### config.mk
export PLATFORM = sky130hd
export DESIGN_NAME = aes_result_buffer
export DESIGN_NICKNAME = d
export VERILOG_FILES = /design/src/rtl/aes_result_buffer.sv
export SDC_FILE = /design/constraint.sdc
export NUM_CORES = 1
export LEC_CHECK = 0
export BUFFER_PORTS_ARGS = -buffer_cell sky130_fd_sc_hd__buf_2
export CORE_MARGIN = 2
export CORE_UTILIZATION = 48
export CTS_CLUSTER_SIZE = 28
export DETAILED_ROUTE_END_ITERATION = 16
export PLACE_DENSITY = 0.67
export SYNTH_ARGS = -nofsm -noshare
export SYNTH_HDL_FRONTEND = slang
export SYNTH_SLANG_ARGS = --single-unit
### constraint.sdc
create_clock -name clk_i -period 4.1 [get_ports clk_i]
set_input_delay 0 -clock clk_i [delete_from_list [all_inputs] [get_ports clk_i]]
set_output_delay 0 -clock clk_i [all_outputs]
set_load 0.02 [all_outputs]
### src/rtl/aes_result_buffer.sv
// ----------------------------------------------------------------------------
// AesResultBuffer (module aes_result_buffer)
//
// In-order result buffer between the AES32 execution datapath and the CV-X-IF
// result interface. Completed results (id, rd, data) are queued in a circular
// FIFO. A per-ID commit table records commit/kill notifications from the core.
// Results leave strictly in issue order, killed results are dropped silently,
// and nothing is presented before its instruction has been committed.
//
// Ports:
//   clk_i, rst_ni          clock, asynchronous active-low reset
//   in_valid_i/in_ready_o  datapath result handshake
//   in_id_i, in_rd_i,
//   in_data_i              result payload from the datapath
//   commit_valid_i,
//   commit_id_i,
//   commit_kill_i          commit interface (kill=1 discards the instruction)
//   result_valid_o/
//   result_ready_i         XIF result handshake
//   result_id_o, result_rd_o,
//   result_data_o          head payload, held stable while valid and not ready
//   result_we_o            always 1 (every AES32 instruction writes rd)
//   count_o                current FIFO occupancy
//
// Optional feature macro: AES_RESULT_BYPASS_EN
//   When defined, an already-committed result arriving at an empty buffer is
//   presented combinationally in the same cycle and skips the FIFO if accepted.
// ----------------------------------------------------------------------------
module aes_result_buffer #(
    parameter int X_ID_WIDTH  = 4,
    parameter int X_RFW_WIDTH = 32,
    parameter int DEPTH       = 4
) (
    input  logic                         clk_i,
    input  logic                         rst_ni,
    input  logic                         in_valid_i,
    output logic                         in_ready_o,
    input  logic [X_ID_WIDTH-1:0]        in_id_i,
    input  logic [4:0]                   in_rd_i,
    input  logic [X_RFW_WIDTH-1:0]       in_data_i,
    input  logic                         commit_valid_i,
    input  logic [X_ID_WIDTH-1:0]        commit_id_i,
    input  logic                         commit_kill_i,
    output logic                         result_valid_o,
    input  logic                         result_ready_i,
    output logic [X_ID_WIDTH-1:0]        result_id_o,
    output logic [4:0]                   result_rd_o,
    output logic [X_RFW_WIDTH-1:0]       result_data_o,
    output logic                         result_we_o,
    output logic [$clog2(DEPTH):0]       count_o
);

    localparam int PTR_W   = $clog2(DEPTH);
    localparam int CNT_W   = PTR_W + 1;
    localparam int NUM_IDS = 2 ** X_ID_WIDTH;

    typedef enum logic [1:0] {
        HEAD_EMPTY,
        HEAD_WAIT,
        HEAD_DROP,
        HEAD_PRESENT
    } headState_e;

    logic [X_ID_WIDTH-1:0]  idMem_q   [DEPTH];
    logic [4:0]             rdMem_q   [DEPTH];
    logic [X_RFW_WIDTH-1:0] dataMem_q [DEPTH];

    logic [PTR_W-1:0]   wrPtr_q, wrPtr_d;
    logic [PTR_W-1:0]   rdPtr_q, rdPtr_d;
    logic [CNT_W-1:0]   count_q, count_d;
    logic [NUM_IDS-1:0] cmt_q, cmt_d;
    logic [NUM_IDS-1:0] kil_q, kil_d;

    headState_e            headState;
    logic [X_ID_WIDTH-1:0] headId;
    logic                  bypassValid;
    logic                  bypassTake;
    logic                  push;
    logic                  pop;
    logic                  clearEn;
    logic [X_ID_WIDTH-1:0] clearId;

    assign headId = idMem_q[rdPtr_q];

    // Classify the head entry from the registered commit table; this decides
    // whether the head waits, is dropped, or is offered to the core.
    always_comb begin
        headState = HEAD_EMPTY;
        if (count_q != '0) begin
            if (!cmt_q[headId]) begin
                headState = HEAD_WAIT;
            end else if (kil_q[headId]) begin
                headState = HEAD_DROP;
            end else begin
                headState = HEAD_PRESENT;
            end
        end
    end

`ifdef AES_RESULT_BYPASS_EN
    // Same-cycle forwarding: only legal when the buffer is empty, otherwise
    // ordering against older queued results would break.
    assign bypassValid = (count_q == '0) && in_valid_i &&
                         cmt_q[in_id_i] && !kil_q[in_id_i];
`else
    assign bypassValid = 1'b0;
`endif
    assign bypassTake = bypassValid && result_ready_i;

    assign in_ready_o  = (count_q != CNT_W'(DEPTH));
    assign push        = in_valid_i && in_ready_o && !bypassTake;
    assign pop         = (headState == HEAD_DROP) ||
                         ((headState == HEAD_PRESENT) && result_ready_i);
    assign clearEn     = pop || bypassTake;
    assign clearId     = bypassTake ? in_id_i : headId;

    assign result_valid_o = (headState == HEAD_PRESENT) || bypassValid;
    assign result_id_o    = bypassValid ? in_id_i   : headId;
    assign result_rd_o    = bypassValid ? in_rd_i   : rdMem_q[rdPtr_q];
    assign result_data_o  = bypassValid ? in_data_i : dataMem_q[rdPtr_q];
    assign result_we_o    = 1'b1;
    assign count_o        = count_q;

    // Pointer, occupancy and commit-table next state. The commit write is
    // applied after the consume-clear so a commit to the same ID wins.
    always_comb begin
        wrPtr_d = wrPtr_q;
        rdPtr_d = rdPtr_q;
        count_d = count_q;
        cmt_d   = cmt_q;
        kil_d   = kil_q;

        if (push) begin
            wrPtr_d = wrPtr_q + PTR_W'(1);
        end
        if (pop) begin
            rdPtr_d = rdPtr_q + PTR_W'(1);
        end
        if (push && !pop) begin
            count_d = count_q + CNT_W'(1);
        end else if (pop && !push) begin
            count_d = count_q - CNT_W'(1);
        end

        if (clearEn) begin
            cmt_d[clearId] = 1'b0;
            kil_d[clearId] = 1'b0;
        end
        if (commit_valid_i) begin
            cmt_d[commit_id_i] = 1'b1;
            kil_d[commit_id_i] = commit_kill_i;
        end
    end

    // Control state registers.
    always_ff @(posedge clk_i or negedge rst_ni) begin
        if (!rst_ni) begin
            wrPtr_q <= '0;
            rdPtr_q <= '0;
            count_q <= '0;
            cmt_q   <= '0;
            kil_q   <= '0;
        end else begin
            wrPtr_q <= wrPtr_d;
            rdPtr_q <= rdPtr_d;
            count_q <= count_d;
            cmt_q   <= cmt_d;
            kil_q   <= kil_d;
        end
    end

    // Payload storage; cleared on reset so the head outputs read zero.
    always_ff @(posedge clk_i or negedge rst_ni) begin
        if (!rst_ni) begin
            for (int i = 0; i < DEPTH; i++) begin
                idMem_q[i]   <= '0;
                rdMem_q[i]   <= '0;
                dataMem_q[i] <= '0;
            end
        end else if (push) begin
            idMem_q[wrPtr_q]   <= in_id_i;
            rdMem_q[wrPtr_q]   <= in_rd_i;
            dataMem_q[wrPtr_q] <= in_data_i;
        end
    end

endmodule
==> out/summary.md <==
Entering global routing, the biggest net connects 125 pins. The clock reaches the later pin of the worst-skew pair after 520 ps. In this run, CTS created clock tree buffers numbering 23.

In this run, synthesis produced a sequential element count of 203. Setup repair after global routing left no endpoint under its margin. The count of final hold-check violations is 0, and the setup violation total in the final timing report is 0. The tools report the final cell count without fillers as 1,040. The combined global-route utilization of all metal layers was 0.205.

IR analysis of the VDD net gives a maximum drop of 0.514 mV. Critical path start-end classification: reg2reg. After synthesis, the netlist uses 46 different library cells. The post-synthesis area per instance came out at 14.9 µm². The tool flagged a number of max-cap violations equal to 0. Yosys mapped a number of flops with a built-in enable equal to 0. The filler cells instantiated in the layout total 1,456. Clock sink total: 203. The detail-routed net length per standard cell came out at 19.4 µm. Final cycle utilization of the critical path: 0.857. Row count: 50. Sorting the synthesized cells by area gives the leading types as sky130_fd_sc_hd__dfrtp_1 55%, sky130_fd_sc_hd__mux2_2 20%, sky130_fd_sc_hd__mux4_2 10%, sky130_fd_sc_hd__mux2i_1 1.3%, sky130_fd_sc_hd__nand2_1 1.1%.

In this run the power density over the cells is 957 nW/µm². The logs give 20,400 µm² for the area of the die and 950 for the cell count after placement. The count of buffers added on input and output ports is 96. The area growth from synthesis to layout was 21.5%; the number of design rule violations left after detail routing was 0.

The width of the die came out at 143 µm. The flow ran to the end, and the final reports show no timing, DRC or antenna violations. The run gives 0 as the initial antenna violation count.

Cell accounting for the most synthesized area: sky130_fd_sc_hd__dfrtp_1. The delay contributed by the slowest stage of the critical path came out at 560 ps. Data on the critical path is required at its endpoint by 4530 ps.

For this design, the slowest cell found on the critical path is sky130_fd_sc_hd__dfrtp_2. After detailed routing, the number of vias per cell comes to 5.45. The routed wire length was 20.1 mm. Of all nets on the critical path, the largest fanout is 31. In this run the remaining antenna-violating nets after routing total 0. Based on the critical path, the design can be clocked at up to 0.284 GHz. Final number of max-transition violations: 0. Register area: 5080 µm². The via count of the first global-routing pass is 6,267, and the clock transition time at the flip-flop clock pins of the worst setup and hold paths is 60 ps.

The number of placed I/O pins came out at 98. Global routing finished with a remaining overflow of 0. The most used flip-flop cell after synthesis is sky130_fd_sc_hd__dfrtp_1. The worst path needs 3520 ps of the cycle, external delays included. Kind of capture point of the worst setup path: a register. From bottom edge to top edge, the die measures 143 µm. The headroom to the max-slew limit is 0.335. The count of warnings emitted by yosys came out at 0. The mapped netlist covers 9250 µm². The final-layout setup total negative slack is 0 ps. Post-DP HPWL: 13.2 mm. Summing over every cut layer, the via total after detailed routing is 5,666. The core region is 18,800 µm². Walking the worst path, the cells encountered are buf_4 -> mux4_2 -> inv_1 -> nor2_1 -> a22oi_2 -> o211ai_2 -> o21ai_2 -> ha_1 -> inv_1 -> fa_1 -> xor2_1 -> nor2_1 -> xor2_1. The slew of the pin with the lowest slew margin is 997 ps.

The design draws 10.8 mW. The share of final-layout standard cells stronger than drive strength 1 is 0.477. STA classifies the critical path startpoint as a register. The logs give 678 for the synthesized netlist net count and 0.826 for the final weighted congestion in routability-driven placement.

Data on the critical path arrives at its endpoint at 3950 ps. The share of the yosys chip area belonging to registers is 0.549, and the maximum clock insertion buffer count is 3. The run gives 237 as the initial DRC count. Library cell used as clock root buffer: sky130_fd_sc_hd__clkbuf_16. The run gives 1 as the number of H-tree levels. The worst min-delay path category was in2reg.

The logs give 4.97 nW for the leakage component of the power and 621 for the post-synthesis cell count. Together, buffers and inverters on the worst path number 3. TritonCTS built the clock tree. The final setup skew came out at 6.59 ps. The post-synthesis async set-or-reset flop share was 1.00. Cell family contributing the most delay on the critical path: buffers and inverters. The initial core utilization is 0.491. The wire length of the first global-routing pass came out at 33.1 mm. The share of the synthesized area in the top cell type works out to 0.549. The final layout contains 820 nets.

The first detailed-routing pass took 4 iterations. Summing all multi-input logic gate instances after layout gives 3950 µm². The number of antenna diodes is 0.
[layer usage]
metal  routed length [µm]  GRT usage
met4                  407     0.0516
met1                 8930      0.280
met5                    0          0
met2                 9880      0.339
met3                  925     0.0426
[worst min-delay path: stages]
cell                     delay [ps]
sky130_fd_sc_hd__buf_2          100
sky130_fd_sc_hd__or3b_2         160
sky130_fd_sc_hd__nor2_1          80
sky130_fd_sc_hd__a21o_1         150
[power breakdown]
part / switching, mW / internal (mW)
sequential: 0.558 / 3.04
clock: 0.803 / 1.31
combinational: 2.59 / 2.47
[cell families (layout without fill, tap and decap cells)]
logic type                 count (synthesis)  after routing  share of synthesized area
buffers and inverters                     50            209                     0.0253
other                                      1              1                   0.000405
and+or+nand+nor                           89             89                     0.0511
DFF                                      203            203                      0.549
xor gates and xnor gates                   6              6                    0.00568
adders and majority gates                  6              6                    0.00892
muxes                                    220            220                      0.318
AOI/OAI and AO/OA                         46             46                     0.0412
[cell type report]
cell class | instances | area share
multi-input cells | 368 | 0.351
repair buffers | 152 | 0.0927
inverters | 15 | 0.00501
clock buffers | 35 | 0.0588
clock inverters | 7 | 0.0111
flip-flops and latches | 203 | 0.452
well taps | 260 | 0.0289
[synthesized netlist by cell type, types with 2 or more instances]
master,n
sky130_fd_sc_hd__dfrtp_1,203
sky130_fd_sc_hd__mux2_2,165
sky130_fd_sc_hd__mux4_2,43
sky130_fd_sc_hd__nand2_1,26
sky130_fd_sc_hd__buf_1,20
sky130_fd_sc_hd__nor2_1,19
sky130_fd_sc_hd__inv_1,15
sky130_fd_sc_hd__mux2i_1,12
sky130_fd_sc_hd__nor2b_1,11
sky130_fd_sc_hd__o22ai_1,10
sky130_fd_sc_hd__a21o_1,8
sky130_fd_sc_hd__a22o_1,8
sky130_fd_sc_hd__clkbuf_1,8
sky130_fd_sc_hd__nor3_1,8
sky130_fd_sc_hd__o21ai_1,7
sky130_fd_sc_hd__nand3_1,6
sky130_fd_sc_hd__ha_1,5
sky130_fd_sc_hd__buf_6,4
sky130_fd_sc_hd__nor3_2,4
sky130_fd_sc_hd__a21oi_2,3
sky130_fd_sc_hd__nand2b_1,3
sky130_fd_sc_hd__xnor2_1,3
sky130_fd_sc_hd__xor2_1,3
sky130_fd_sc_hd__nand2b_4,2
sky130_fd_sc_hd__nand3_2,2
sky130_fd_sc_hd__o21ai_0,2
sky130_fd_sc_hd__o41ai_4,2
[path summary, 6_finish.rpt]
kind / from / end / slack [ps] / cells after the start
min in group asynchronous: rst_ni / kil_q[0] / 190 / 2
max in group asynchronous: rst_ni / dataMem_q[5] / 2920 / 3
min: commit_id_i[3] / cmt_q[1] / 10 / 4
max reg2reg: rdPtr_q[1] / count_o[2] / 580 / 13
min reg2reg: cmt_q[1] / cmt_q[1] / 490 / 1
max: rdPtr_q[1] / count_o[2] / 580 / 13
[stage by stage]
| step | hold WS (ps) | cell area, µm² | util | setup WS (ps) |
|---|---|---|---|---|
| 6_report | 11.0 | 11200 | 0.597 | 585 |
| 5_1_grt | 51.8 | 11200 | 0.597 | 292 |
| 4_1_cts | 4.37 | 11200 | 0.597 | 563 |
| 3_5_place_dp | 228 | 9980 | 0.530 | 594 |
| 3_3_place_gp | 202 | 9980 | 0.530 | 683 |
| 2_1_floorplan | -296 | 9250 | - | 950 |
[registers in the layout (all words and copies together) (netlist names)]
| register | flops |
|---|---|
| rdPtr_q | 2 |
| idMem_q | 16 |
| dataMem_q | 128 |
| rdMem_q | 20 |
| cmt_q | 16 |
| wrPtr_q | 2 |
| count_o | 3 |
| kil_q | 16 |
[cell usage in the layout, fill, tap and decap left out, drive strengths merged, types with 10 or more instances in the layout]
cell | netlist | routed
mux2 | 165 | 165
nor3 | 12 | 12
o22ai | 10 | 10
mux2i | 12 | 12
nand2 | 26 | 26
o21ai | 10 | 10
dfrtp | 203 | 203
inv | 15 | 16
clkbuf | 8 | 36
mux4 | 43 | 43
nor2 | 19 | 19
buf | 27 | 103
dlygate4sd3 | 0 | 48
nor2b | 11 | 11
[what timing repair did]
action / CTS / global route
setup buffers: 0 / 0
endpoints found under the hold margin: 311 / 0
resized for setup: 0 / 0
hold buffers: 48 / 0
Power figures use the tool's default switching activity.
